==> config.mk <==
export PLATFORM = sky130hd
export DESIGN_NAME = instruction_fetch_flat
export DESIGN_NICKNAME = d
export VERILOG_FILES = /design/src/rtl/instruction_fetch_if.sv /design/src/rtl/instruction_fetch.sv /design/src/flat_wrapper.sv
export SDC_FILE = /design/constraint.sdc
export NUM_CORES = 1
export LEC_CHECK = 0
export ABC_AREA = 1
export CAP_MARGIN = 0
export CORE_UTILIZATION = 51
export CTS_BUF_LIST = sky130_fd_sc_hd__clkbuf_4 sky130_fd_sc_hd__clkbuf_8 sky130_fd_sc_hd__clkbuf_16
export DETAILED_ROUTE_END_ITERATION = 6
export GPL_TIMING_DRIVEN = 0
export PLACE_DENSITY = 0.92
export SYNTH_ARGS = -nofsm -noshare
export SYNTH_HDL_FRONTEND = slang
export SYNTH_SLANG_ARGS = --single-unit
==> constraint.sdc <==
create_clock -name clk -period 3.46 [get_ports clk]
set_input_delay 0.692 -clock clk [delete_from_list [all_inputs] [get_ports clk]]
set_output_delay 0.692 -clock clk [all_outputs]
set_load 0.03 [all_outputs]
==> src/rtl/instruction_fetch_if.sv <==
// -----------------------------------------------------------------------------
// instruction_fetch_if
//
// Purpose : Instruction-memory read bus between the fetch stage and the
//           instruction memory. The memory answers combinationally: the word
//           for `addr` is valid on `instr` in the same cycle.
//
// Signals : addr  [31:0]  word index presented by the fetch stage
//           instr [31:0]  word returned by the memory for `addr`
//
// Modports: master - fetch stage (drives addr, consumes instr)
//           slave  - instruction memory (consumes addr, drives instr)
// -----------------------------------------------------------------------------
interface instruction_fetch_if;

   logic [31:0] addr;
   logic [31:0] instr;

   modport master (
      output addr,
      input  instr
   );

   modport slave (
      input  addr,
      output instr
   );

endinterface : instruction_fetch_if

==> src/rtl/instruction_fetch.sv <==
// -----------------------------------------------------------------------------
// instruction_fetch
//
// Purpose : Fetch stage of the single-issue MIPS pipeline. Holds the PC,
//           presents it as a word index to the instruction memory, and
//           registers the returned word together with its PC into the IF/ID
//           pipeline register. Supports stall, branch/jump redirect with a
//           single bubble, and a counter of instructions delivered valid.
//
// Parameters:
//   MEM_WORDS  - number of instruction words in the attached memory
//   RESET_PC   - word index loaded into the PC on reset
//
// Ports:
//   clk          in   rising-edge clock
//   rst_n        in   synchronous, active-low reset
//   start        in   leave IDLE and begin fetching (ignored outside IDLE)
//   stall        in   hold PC and IF/ID this cycle
//   redirect     in   load redirect_pc and squash the in-flight fetch
//   redirect_pc  in   new word index from the branch/jump logic
//   imem         if   instruction-memory bus (master side)
//   if_instr     out  IF/ID instruction register
//   if_pc        out  IF/ID PC register (word index of if_instr)
//   if_valid     out  IF/ID holds a real instruction (0 = bubble)
//   fetch_count  out  instructions delivered with if_valid = 1
//   fetch_fault  out  sticky out-of-range fault (bounds-check build only)
//
// Configuration:
//   IFETCH_BOUNDS_CHECK_EN - when defined, an advance with PC >= MEM_WORDS
//   performs no fetch, raises the sticky fetch_fault and parks the stage in
//   HALT until reset. When undefined, the PC is passed through unchecked and
//   range handling is left to the memory.
// -----------------------------------------------------------------------------
module instruction_fetch #(
   parameter int unsigned MEM_WORDS = 32,
   parameter logic [31:0] RESET_PC  = 32'd0
) (
   input  logic                 clk,
   input  logic                 rst_n,
   input  logic                 start,
   input  logic                 stall,
   input  logic                 redirect,
   input  logic [31:0]          redirect_pc,
   instruction_fetch_if.master  imem,
   output logic [31:0]          if_instr,
   output logic [31:0]          if_pc,
   output logic                 if_valid,
   output logic [31:0]          fetch_count
`ifdef IFETCH_BOUNDS_CHECK_EN
   ,
   output logic                 fetch_fault
`endif
);

   // An empty instruction memory is a configuration error, caught at
   // elaboration rather than showing up as a permanent fault.
   if (MEM_WORDS == 0) begin : g_bad_mem_words
      $error("instruction_fetch: MEM_WORDS must be non-zero");
   end

   typedef enum logic [1:0] {
      IDLE = 2'd0,
      RUN  = 2'd1,
      HALT = 2'd2
   } state_t;

   // All 32-bit zero: a MIPS "sll $0,$0,0", used as the bubble encoding.
   localparam logic [31:0] NOP = 32'd0;

   state_t      state_q,       state_d;
   logic [31:0] pc_q,          pc_d;
   logic [31:0] if_instr_q,    if_instr_d;
   logic [31:0] if_pc_q,       if_pc_d;
   logic        if_valid_q,    if_valid_d;
   logic [31:0] fetch_count_q, fetch_count_d;

`ifdef IFETCH_BOUNDS_CHECK_EN
   localparam logic [31:0] MEM_LIMIT = 32'(MEM_WORDS);

   logic        fault_q, fault_d;
   logic        pc_out_of_range;

   assign pc_out_of_range = (pc_q >= MEM_LIMIT);
`endif

   // ---------------------------------------------------------------------------
   // Next-state / next-output logic.
   // Priority inside RUN: redirect > stall > advance. Reset is handled in the
   // register process and overrides everything here.
   // ---------------------------------------------------------------------------
   always_comb begin
      // NOTE: every signal is given its "hold" value first, so no path through
      // the case/if tree can leave one unassigned and infer a latch.
      state_d       = state_q;
      pc_d          = pc_q;
      if_instr_d    = if_instr_q;
      if_pc_d       = if_pc_q;
      if_valid_d    = if_valid_q;
      fetch_count_d = fetch_count_q;
`ifdef IFETCH_BOUNDS_CHECK_EN
      fault_d       = fault_q;
`endif

      unique case (state_q)
         IDLE: begin
            // PC and IF/ID stay at their reset values; if_valid is already 0.
            if (start) begin
               state_d = RUN;
            end
         end

         RUN: begin
            if (redirect) begin
               // Squash whatever was being fetched; the new target is
               // presented to memory next cycle and delivered one edge later,
               // giving exactly one bubble. Redirect overrides stall.
               pc_d       = redirect_pc;
               if_valid_d = 1'b0;
               if_instr_d = NOP;
            end else if (!stall) begin
`ifdef IFETCH_BOUNDS_CHECK_EN
               if (pc_out_of_range) begin
                  // No fetch from outside the memory: bubble, latch the
                  // fault and park. PC keeps the faulting index for debug.
                  if_valid_d = 1'b0;
                  fault_d    = 1'b1;
                  state_d    = HALT;
               end else begin
                  if_instr_d    = imem.instr;
                  if_pc_d       = pc_q;
                  if_valid_d    = 1'b1;
                  pc_d          = pc_q + 32'd1;
                  fetch_count_d = fetch_count_q + 32'd1;
               end
`else
               // Both increments wrap naturally at 2^32.
               if_instr_d    = imem.instr;
               if_pc_d       = pc_q;
               if_valid_d    = 1'b1;
               pc_d          = pc_q + 32'd1;
               fetch_count_d = fetch_count_q + 32'd1;
`endif
            end
            // stall without redirect: every register holds (defaults).
         end

         HALT: begin
            // Terminal until reset; start and redirect are ignored.
         end

         default: begin
            state_d = IDLE;
         end
      endcase
   end

   // ---------------------------------------------------------------------------
   // State and pipeline registers.
   // ---------------------------------------------------------------------------
   always_ff @(posedge clk) begin
      // NOTE: reset is sampled on the clock edge (synchronous). Every flop here
      // is a control or datapath register, not a storage array, so all of
      // them get a defined reset value and a mid-run reset discards the
      // complete pipeline state in a single edge.
      if (!rst_n) begin
         state_q       <= IDLE;
         pc_q          <= RESET_PC;
         if_instr_q    <= NOP;
         if_pc_q       <= 32'd0;
         if_valid_q    <= 1'b0;
         fetch_count_q <= 32'd0;
`ifdef IFETCH_BOUNDS_CHECK_EN
         fault_q       <= 1'b0;
`endif
      end else begin
         // NOTE: non-blocking assignments, so every register samples the
         // pre-edge values computed above regardless of statement order.
         state_q       <= state_d;
         pc_q          <= pc_d;
         if_instr_q    <= if_instr_d;
         if_pc_q       <= if_pc_d;
         if_valid_q    <= if_valid_d;
         fetch_count_q <= fetch_count_d;
`ifdef IFETCH_BOUNDS_CHECK_EN
         fault_q       <= fault_d;
`endif
      end
   end

   // ---------------------------------------------------------------------------
   // Outputs. imem.addr is a straight wire from the PC register so the memory
   // sees the full cycle for its combinational read.
   // ---------------------------------------------------------------------------
   assign imem.addr   = pc_q;
   assign if_instr    = if_instr_q;
   assign if_pc       = if_pc_q;
   assign if_valid    = if_valid_q;
   assign fetch_count = fetch_count_q;
`ifdef IFETCH_BOUNDS_CHECK_EN
   assign fetch_fault = fault_q;
`endif

endmodule : instruction_fetch
==> src/flat_wrapper.sv <==
// flat-port wrapper written by rule: the top's interface ports become plain ports
module instruction_fetch_flat 
#(
   parameter int unsigned MEM_WORDS = 32,
   parameter logic [31:0] RESET_PC  = 32'd0
)
  (clk, rst_n, start, stall, redirect, redirect_pc, if_instr, if_pc, if_valid, fetch_count, imem_addr, imem_instr);
  instruction_fetch_if imem_i ();
  input  logic clk;
  input  logic rst_n;
  input  logic start;
  input  logic stall;
  input  logic redirect;
  input  logic [31:0] redirect_pc;
  output logic [31:0] if_instr;
  output logic [31:0] if_pc;
  output logic if_valid;
  output logic [31:0] fetch_count;
  output wire logic [$bits(imem_i.addr)-1:0] imem_addr;
  input wire logic [$bits(imem_i.instr)-1:0] imem_instr;
  assign imem_addr = imem_i.addr;
  assign imem_i.instr = imem_instr;
  instruction_fetch #(.MEM_WORDS(MEM_WORDS), .RESET_PC(RESET_PC)) u_core (.clk(clk), .rst_n(rst_n), .start(start), .stall(stall), .redirect(redirect), .redirect_pc(redirect_pc), .imem(imem_i), .if_instr(if_instr), .if_pc(if_pc), .if_valid(if_valid), .fetch_count(fetch_count));
endmodule
# After elaboration in Yosys (flattened, before gate mapping)
# Index checks and enable logic that the tools add are counted.
[totals]
romBits = 0
ram_bits = 0
input_bits = 69
latchBits = 0
word_cells = 28
n_memories = 0
reg_bits = 131
[classes]
n_addsub = 2
div = 0
n_mul = 0
eq_ne = 4
bitwise_logic = 3
mux = 8
reduce_logical = 5
magnitude_cmp = 0
shifts = 0
[op_table]
columns = ["cell", "n"]
rows = [
  ["$mux 32", 4],
  ["$add 32x1->32 const B", 2],
  ["$pmux 2 s2", 1],
  ["$reduce_and 2->1", 2],
  ["$not 1->1", 3],
  ["$reduce_and 3->1", 1],
  ["$eq 2x1->1 const B", 1],
  ["$eq 2x2->1 const B", 1],
  ["$logic_not 2->1", 1],
  ["$mux 1", 2],
  ["$mux 2", 1],
  ["$ne 2x1->1 const B", 1],
  ["$ne 2x2->1 const B", 1],
  ["$reduce_or 2->1", 1],
]

# Depth between registers and ports, before layout
# Gate-level depths: netlist (run 1).
[depth]
ltp_word = 4
ltp_mapped = 11
mapped_depth_nobuf = 11

# Worst setup path after synthesis (run 1)
# No wires, ideal clock.
[synth_timing]
path_type = "input to register"
startpoint = "in redirect"
endpoint = "reg u_core.fetch_count_q[22], in the netlist u_core.fetch_count[22]"
setup_slack_ps = 1690
t_arrival_ps = 1642
n_path_buf = 1
t_required_ps = 3332
setup_time_ps = 128
cell_stages = 9
cell_sequence = "buf_4 -> nor2_2 -> nand2_1 -> nor2_1 -> nand4_1 -> nor2_1 -> nand3_1 -> nand2_1 -> nor2_1"
[synth_via]
elab_chain_len = 2
[synth_lines]
columns = ["element", "line_no", "rtl"]
rows = [
  ["from (decl)", "flat_wrapper.sv:13", "input logic redirect;"],
  ["$not 1->1 (no line)", "-", ""],
  ["$reduce_and 3->1 (no line)", "-", ""],
  ["to (signal assigned)", "instruction_fetch.sv:183", "fetch_count_q <= fetch_count_d;"],
  ["to (decl)", "instruction_fetch.sv:75", "logic [31:0] fetch_count_q, fetch_count_d;"],
]
# Every way passes these cells.
# A chain may end at the register's enable or synchronous reset.

# Final worst setup path (run 1)
[layout_timing]
startpoint = "reg u_core.pc_q[26], in the netlist u_core.imem.addr[26]"
endpoint = "out imem_addr[26]"
[layout_rtl]
columns = ["element", "line_no", "rtl"]
rows = [
  ["from (decl)", "instruction_fetch.sv:71", "logic [31:0] pc_q, pc_d;"],
  ["from (signal assigned)", "instruction_fetch.sv:179", "pc_q <= pc_d;"],
  ["to (decl)", "flat_wrapper.sv:19", "output wire logic [$bits(imem_i.addr)-1:0] imem_addr;"],
]
# No word-level cell between the ends.

==> implementation parameters, run 1 <==
Parameter                              Value

CTS
  Clock tree from TritonCTS ... done
  Skew-Pair Late Insertion Delay ... 0.42 ns
  Maximum level of the CTS H-tree ... 4
  Clock tree sinks ... 130
  Number of buffers inserted for hold repair after clock tree synthesis ... 0
  Clk buf depth ... 2
  Clk slew on worst S/H paths ... 0.06 ns
  Post-CTS setup-driven buffer insertion count ... 0
  Root Buffer Master ... sky130_fd_sc_hd__clkbuf_16
  Post-cts sizing count ... 0
  Clock buffers created by TritonCTS ... 17

Routing
  Vias ... 7430
  Vias/cell ... 5.43
  Antenna-violating nets left ... 0
  Average detailed-routed wire length per instance ... 15.7 um
  Drt initial violations ... 703
  Total iterations of the first detailed-routing run ... 6
  DRC ... 0
  Total wire length after detailed routing ... 21500 um

Power
  Part of the power in the clock network ... 44.1%
  Worst vdd ir ... 0.261 mV
  Internal cell power ... 2.85 mW
  Static leakage power ... 3.25 nW
  Switching Share ... 27.2%
  Comb pwr share ... 14.4%
  Sequential share of power ... 41.5%
  Psw ... 1.06 mW
  Power per standard cell area ... 431 nW/um2

Logic synthesis
  Post-synth top area cell ... sky130_fd_sc_hd__dfxtp_1
  Area fraction of the dominant cell type after synthesis ... 41.0%
  Syn Inst Count ... 975
  Cell with the most instances after synthesis ... sky130_fd_sc_hd__nand2_1
  Area of the mapped netlist ... 6340 um2
  Number of synthesized flops with an enable pin ... 0
  Post-synthesis average cell area ... 6.51 um2
  Post-synthesis net count ... 1046
  Part of the Yosys area used for sequential elements ... 41.0%
  Count of state elements after synthesis ... 130
  Yosys cell types ... 34
  Main area contributors after synthesis ... sky130_fd_sc_hd__dfxtp_1 41%, sky130_fd_sc_hd__nand2_1 17%, sky130_fd_sc_hd__a21oi_1 9.2%
  Number of warnings printed during yosys synthesis ... 0
  Post-synthesis async set-or-reset flop share ... 0%
  List of most frequent post-synthesis cells ... 282 x sky130_fd_sc_hd__nand2_1, 138 x sky130_fd_sc_hd__nor2_1, 130 x sky130_fd_sc_hd__dfxtp_1, 117 x sky130_fd_sc_hd__a21oi_1, 75 x sky130_fd_sc_hd__o21ai_0
  Synth Flop Type ... sky130_fd_sc_hd__dfxtp_1

GRT
  Tot GR Track Use ... 33.4%
  Grt total ovfl ... 0
  Number of global-route vias before repair ... 6877
  First-pass GRT wire length ... 33700 um
  Antenna violations before repair ... 0
  Largest net degree at the start of global routing ... 17

Placement
  Weighted congestion at the end of routability-driven global placement ... 0.985
  Minimum setup slack after placement ... 1.01 ns
  Port Buffer Count ... 195
  Post-detail-place hpwl ... 15600 um

Critical path
  Startpoint type of the worst setup path ... register
  Worst path bufs/invs ... 1
  Crit path arrival time ... 1.64 ns
  Kind of critical path ... register to output port
  Largest stage delay on the critical path ... 0.74 ns
  Endpoint kind of the worst setup timing path ... output port
  Critical-path maximum fanout ... 7
  CP delay by family, top ... buffers and inverters
  Critical-path cell with the highest stage delay ... sky130_fd_sc_hd__clkdlybuf4s50_1
  Cells along the critical path ... clkdlybuf4s50_1
  Required time worst endpoint ... 2.77 ns

Timing
  Post-layout min period ... 2.33 ns
  Worst relative slew slack ... 55.5%
  Hold Violations, Final ... 0
  Largest clock skew in the final design ... 0.00634 ns
  Final Max Slew Viols ... 0
  Number of setup violations in the final report ... 0
  Post-layout worst setup margin ... 1.13 ns
  Slew @ Worst Pin ... 0.667 ns
  Peak clock frequency supported by timing ... 0.428 GHz
  Final clock period utilization by the worst path ... 67.5%
  Unrepaired setup endpoints after global routing ... false
  Setup Total Neg Slack ... 0 ns

Job
  Number of max-capacitance violations reported ... 0

Finish
  Fraction of layout instances using a drive strength above 1 ... 6.75%
  Area growth from synthesis to layout ... 43.0%
  Number of nets in the layout ... 1260
  Diodes inserted ... 0

Floorplanning
  Starting density of the core ... 52.6%
  Overall die height ... 114 um
  Core region area ... 12100 um2
  I/O pin total ... 198
  Total die area ... 12900 um2
  Die extent in x ... 114 um
  Cell Rows ... 40

Run status
  Status ... finished, final reports clean

Min path
  Worst min-delay path category ... register to register
[power groups by stage]
stage | combinational, mW | sequential [mW] | clock (mW)
floorplan | 0.183 | 1.75 | 0
CTS | 0.557 | 1.62 | 1.73
finish | 0.562 | 1.63 | 1.73
global placement | 0.546 | 1.65 | 0
global route | 0.596 | 1.63 | 1.80
detailed placement | 0.553 | 1.65 | 0
[final timing paths]
| check | startpoint | end | slack, ns | cells after the start |
|---|---|---|---|---|
| setup / recovery | u_core.imem.addr[26]$_SDFFE_PN0P_ | imem_addr[26] | 1.13 | 1 |
| hold / removal | u_core.if_instr[0]$_SDFFE_PN0P_ | u_core.if_instr[0]$_SDFFE_PN0P_ | 0.46 | 2 |
| setup reg to reg | u_core.imem.addr[1]$_SDFFE_PN0P_ | u_core.imem.addr[10]$_SDFFE_PN0P_ | 1.69 | 9 |
| hold reg to reg | u_core.if_instr[0]$_SDFFE_PN0P_ | u_core.if_instr[0]$_SDFFE_PN0P_ | 0.46 | 2 |
[kinds of logic (layout without fill, tap and decap cells)]
| group | Yosys count | count (layout) | share of synthesized area, % |
|---|---|---|---|
| compound gates | 209 | 209 | 17.0 |
| xor+xnor | 4 | 4 | 0.552 |
| flops | 130 | 130 | 41.0 |
| fa+ha+maj | 2 | 2 | 0.394 |
| buf+inv | 118 | 343 | 7.43 |
| simple gates | 512 | 512 | 33.6 |
[registers in the layout, indices dropped and copies added (netlist names)]
signal              flops
u_core.fetch_count     32
u_core.if_instr        32
u_core.if_pc           32
u_core.if_valid         1
u_core.imem.addr       32
u_core.state_q          1
[per-layer routing]
metal	share of wire [%]	vias up	track usage (%)
li1	-	3568	-
met2	45	405	53.6
met3	9.9	75	9.09
met4	3.8	0	15.1
met5	0	-	0
met1	41	3382	42.0
[layout make-up]
cell class	instances	area, um2
inverters	75	282
plain buffers	43	190
flip-flops and latches	130	2600
fillers	958	2990
multi-input cells	727	3270
repair buffers	195	1950
well taps	168	210
clock buffers	22	488
clock inverters	8	80.1
[cells in the final DEF (no fill, tap or decap), drive strengths merged, types with 4 or more instances in the layout]
cell and instances:
nand2 288, clkdlybuf4s50 195, nor2 154, dfxtp 130, a21oi 117, o21ai 79
inv 75, nand3 51, clkbuf 43, buf 22, nand4 8, or2 5
a31oi 4, clkinv 4
[through the flow]
step | instances | hold slack [ns] | total power, mW | utilization (%) | area [um2]
6_report | 1368 | 0.459 | 3.92 | 75.2 | 9070
5_1_grt | 1368 | 0.473 | 4.03 | 75.2 | 9070
4_1_cts | 1368 | 0.460 | 3.91 | 75.2 | 9070
3_5_place_dp | 1338 | 0.452 | 2.21 | 70.5 | 8510
3_3_place_gp | 1338 | 0.446 | 2.20 | 70.5 | 8510
2_1_floorplan | 975 | 0.521 | 1.93 | - | 6340
Power figures use the tool's default switching activity.
==> run 2, diff against run 1 <==
Settings changed: CORE_UTILIZATION 51 to 47, PLACE_DENSITY 0.92 to 0.86.
Clock period 3.46 ns to 2.4 ns, I/O delays scaled along.
==> run 2 against run 1 <==
Effect of this change:
- wire length fell by 3.3%
- via count fell by 1.4%
- design area rose by 0.48%
- sequential power rose by 44%
- clock skew fell by 0.00089 ns
- final cell count rose by 0.66%
- global-route usage fell by 3.6 points
- largest power group unchanged
- clock-buffer cell count fell by 1
==> implementation parameters, run 2 (synthesis results as in run 1) <==
Parameter                              Value

Run status
  Status ... finished, final reports clean (unchanged)

Timing
  Post-layout worst setup margin ... 0.282 ns (was 1.13 ns)
  Worst relative slew slack ... 57.2% (was 55.5%)
  Final clock period utilization by the worst path ... 88.2%
  Peak clock frequency supported by timing ... 0.472 GHz
  Setup Total Neg Slack ... 0 ns (unchanged)
  Slew @ Worst Pin ... 0.643 ns (was 0.667 ns)
  Unrepaired setup endpoints after global routing ... false (unchanged)
  Final Max Slew Viols ... 0 (unchanged)
  Post-layout min period ... 2.12 ns
  Number of setup violations in the final report ... 0 (unchanged)
  Hold Violations, Final ... 0 (unchanged)
  Largest clock skew in the final design ... 0.00546 ns (was 0.00634 ns)

Critical path
  Startpoint of the worst-slack reg-to-reg timing path ... u_core.imem.addr[1]$_SDFFE_PN0P_ (unchanged)
  Kind of critical path ... register to output port (unchanged)
  CP delay by family, top ... buffers and inverters (unchanged)
  Critical-path maximum fanout ... 6 (was 7)
  FF-to-FF path depth ... 9 (unchanged)
  Crit path arrival time ... 1.64 ns (about the same)
  Startpoint type of the worst setup path ... register (unchanged)
  Cells along the critical path ... clkdlybuf4s50_1 (unchanged)
  Endpoint kind of the worst setup timing path ... output port (unchanged)
  Worst reg2reg path endpoint ... u_core.imem.addr[18]$_SDFFE_PN0P_ (was u_core.imem.addr[10]$_SDFFE_PN0P_)
  Worst path bufs/invs ... 1 (unchanged)
  Largest stage delay on the critical path ... 0.73 ns (was 0.74 ns)
  R2R Setup Slk ... 0.60 ns (was 1.69 ns)
  Required time worst endpoint ... 1.92 ns (was 2.77 ns)
  Critical-path cell with the highest stage delay ... sky130_fd_sc_hd__clkdlybuf4s50_1 (unchanged)

Power
  Comb pwr share ... 13.9% (was 14.4%)
  Power after layout ... 5.78 mW (was 3.92 mW)
  Internal cell power ... 4.28 mW (was 2.85 mW)
  Static leakage power ... 3.27 nW (was 3.25 nW)
  Switching Share ... 26.1% (was 27.2%)
  Power per standard cell area ... 634 nW/um2 (was 431 nW/um2)
  Worst vdd ir ... 0.512 mV (was 0.261 mV)
  Part of the power in the clock network ... 45.5% (was 44.1%)
  Psw ... 1.51 mW (was 1.06 mW)
  Sequential share of power ... 40.6% (was 41.5%)

Floorplanning
  Core region area ... 13200 um2 (was 12100 um2)
  I/O pin total ... 198 (unchanged)
  Starting density of the core ... 48.1% (was 52.6%)
  Total die area ... 14000 um2 (was 12900 um2)
  Cell Rows ... 42 (was 40)
  Overall die height ... 118 um (was 114 um)
  Die extent in x ... 118 um (was 114 um)

CTS
  Clk buf depth ... 2 (unchanged)
  Number of buffers inserted for hold repair after clock tree synthesis ... 0 (unchanged)
  Skew-Pair Late Insertion Delay ... 0.42 ns (about the same)
  Root Buffer Master ... sky130_fd_sc_hd__clkbuf_16 (unchanged)
  Clock buffers created by TritonCTS ... 17 (unchanged)
  Post-cts sizing count ... 0 (unchanged)
  Clk slew on worst S/H paths ... 0.06 ns (about the same)
  Clock tree sinks ... 130 (unchanged)
  Post-CTS setup-driven buffer insertion count ... 0 (unchanged)
  Maximum level of the CTS H-tree ... 4 (unchanged)
  Clock tree from TritonCTS ... done (unchanged)

GRT
  First-pass GRT wire length ... 32700 um (was 33700 um)
  Tot GR Track Use ... 29.8% (was 33.4%)
  Number of global-route vias before repair ... 6684 (was 6877)
  Antenna violations before repair ... 0 (unchanged)
  Largest net degree at the start of global routing ... 17 (unchanged)
  Grt total ovfl ... 0 (unchanged)

Finish
  Area used by multi-input combinational logic ... 3270 um2 (unchanged)
  Sequential cell area in the final layout ... 2600 um2 (unchanged)
  Diodes inserted ... 0 (unchanged)
  Area growth from synthesis to layout ... 43.7% (was 43.0%)
  Number of nets in the layout ... 1260 (unchanged)
  Fill cell instance count of the final layout ... 1116 (was 958)
  Commonest non-fill, non-tap cells in the layout ... 282 x sky130_fd_sc_hd__nand2_1, 195 x sky130_fd_sc_hd__clkdlybuf4s50_1, 138 x sky130_fd_sc_hd__nor2_1 (unchanged)
  Commonest non-fill, non-tap cell in the layout ... sky130_fd_sc_hd__nand2_1 (unchanged)
  Fraction of layout instances using a drive strength above 1 ... 6.83% (was 6.75%)
  Final Instance Count excl. Fillers ... 1377 (was 1368)

Placement
  Port Buffer Count ... 195 (unchanged)
  Weighted congestion at the end of routability-driven global placement ... 0.969 (was 0.985)
  Minimum setup slack after placement ... 0.164 ns (was 1.01 ns)
  Post-detail-place hpwl ... 15400 um (was 15600 um)
  Post-placement cell count ... 1346 (was 1338)

Routing
  Vias/cell ... 5.32 (was 5.43)
  Antenna-violating nets left ... 0 (unchanged)
  Drt initial violations ... 687 (was 703)
  Vias ... 7327 (was 7430)
  DRC ... 0 (unchanged)
  Total wire length after detailed routing ... 20700 um (was 21500 um)
  Average detailed-routed wire length per instance ... 15.1 um (was 15.7 um)
  Total iterations of the first detailed-routing run ... 6 (unchanged)

Min path
  Worst min-delay path category ... register to register (unchanged)
  Endpoint of the worst hold path ... u_core.if_instr[3]$_SDFFE_PN0P_ (was u_core.if_instr[0]$_SDFFE_PN0P_)
  Worst Hold Path Cells ... 2 (unchanged)
  Startpoint of the tightest hold check path ... u_core.if_instr[3]$_SDFFE_PN0P_ (was u_core.if_instr[0]$_SDFFE_PN0P_)

Job
  Number of max-capacitance violations reported ... 0 (unchanged)
[run 2: cell types whose count changed in the layout (fill, tap and decap cells not counted), sizes merged]
cell | before | now
clkbuf | 43 | 42
clkinvlp | 3 | 2
bufinv | 1 | 3
clkinv | 4 | 5
[run 2: metal layers]
metal | up-vias | wire length [um] | part of all wire [%] | track usage [%]
li1 | 3569 | - | - | -
met1 | 3343 | 8580 | 41 | 36.4
met2 | 345 | 9490 | 46 | 48.1
met3 | 70 | 1860 | 9.0 | 8.01
met4 | 0 | 807 | 3.9 | 15.3
met5 | - | 0 | 0 | 0
[run 2: stage by stage]
stage                     hold slack [ns]  area, um2  utilization (%)
after global placement              0.447       8520             64.6
final                               0.460       9120             69.1
after floorplan                     0.521       6340                -
after detailed placement            0.452       8520             64.6
after CTS                           0.461       9120             69.1
after global routing                0.473       9120             69.1
[run 2: power groups by stage]
stage | registers [mW] | clock network (mW) | logic [mW]
after floorplan | 2.52 | 0 | 0.264
after global placement | 2.39 | 0 | 0.786
after detailed placement | 2.39 | 0 | 0.794
after CTS | 2.34 | 2.65 | 0.800
after global routing | 2.36 | 2.75 | 0.859
final | 2.35 | 2.63 | 0.804
[run 2: area by class of cell]
type / instances / area share (%)
Tap cell: 176 / 2.41
Clock buffer: 21 / 5.13
Multi-Input combinational cell: 727 / 35.9
Inverter: 75 / 3.09
Clock inverter: 10 / 1.47
Sequential cell: 130 / 28.5
Buffer: 43 / 2.09
Timing Repair Buffer: 195 / 21.4
[run 2: worst max-delay path by stage]
stage	start	end	slack, ns	depth (start not counted)
after global placement	stall	u_core.imem.addr[30]$_SDFFE_PN0P_	0.17	8
final	u_core.imem.addr[21]$_SDFFE_PN0P_	imem_addr[21]	0.28	1
after global routing	u_core.imem.addr[21]$_SDFFE_PN0P_	imem_addr[21]	0.26	1
after CTS	u_core.imem.addr[21]$_SDFFE_PN0P_	imem_addr[21]	0.30	1
after floorplan	u_core.imem.addr[1]$_SDFFE_PN0P_	u_core.imem.addr[26]$_SDFFE_PN0P_	0.74	8
after detailed placement	stall	u_core.imem.addr[30]$_SDFFE_PN0P_	0.16	8
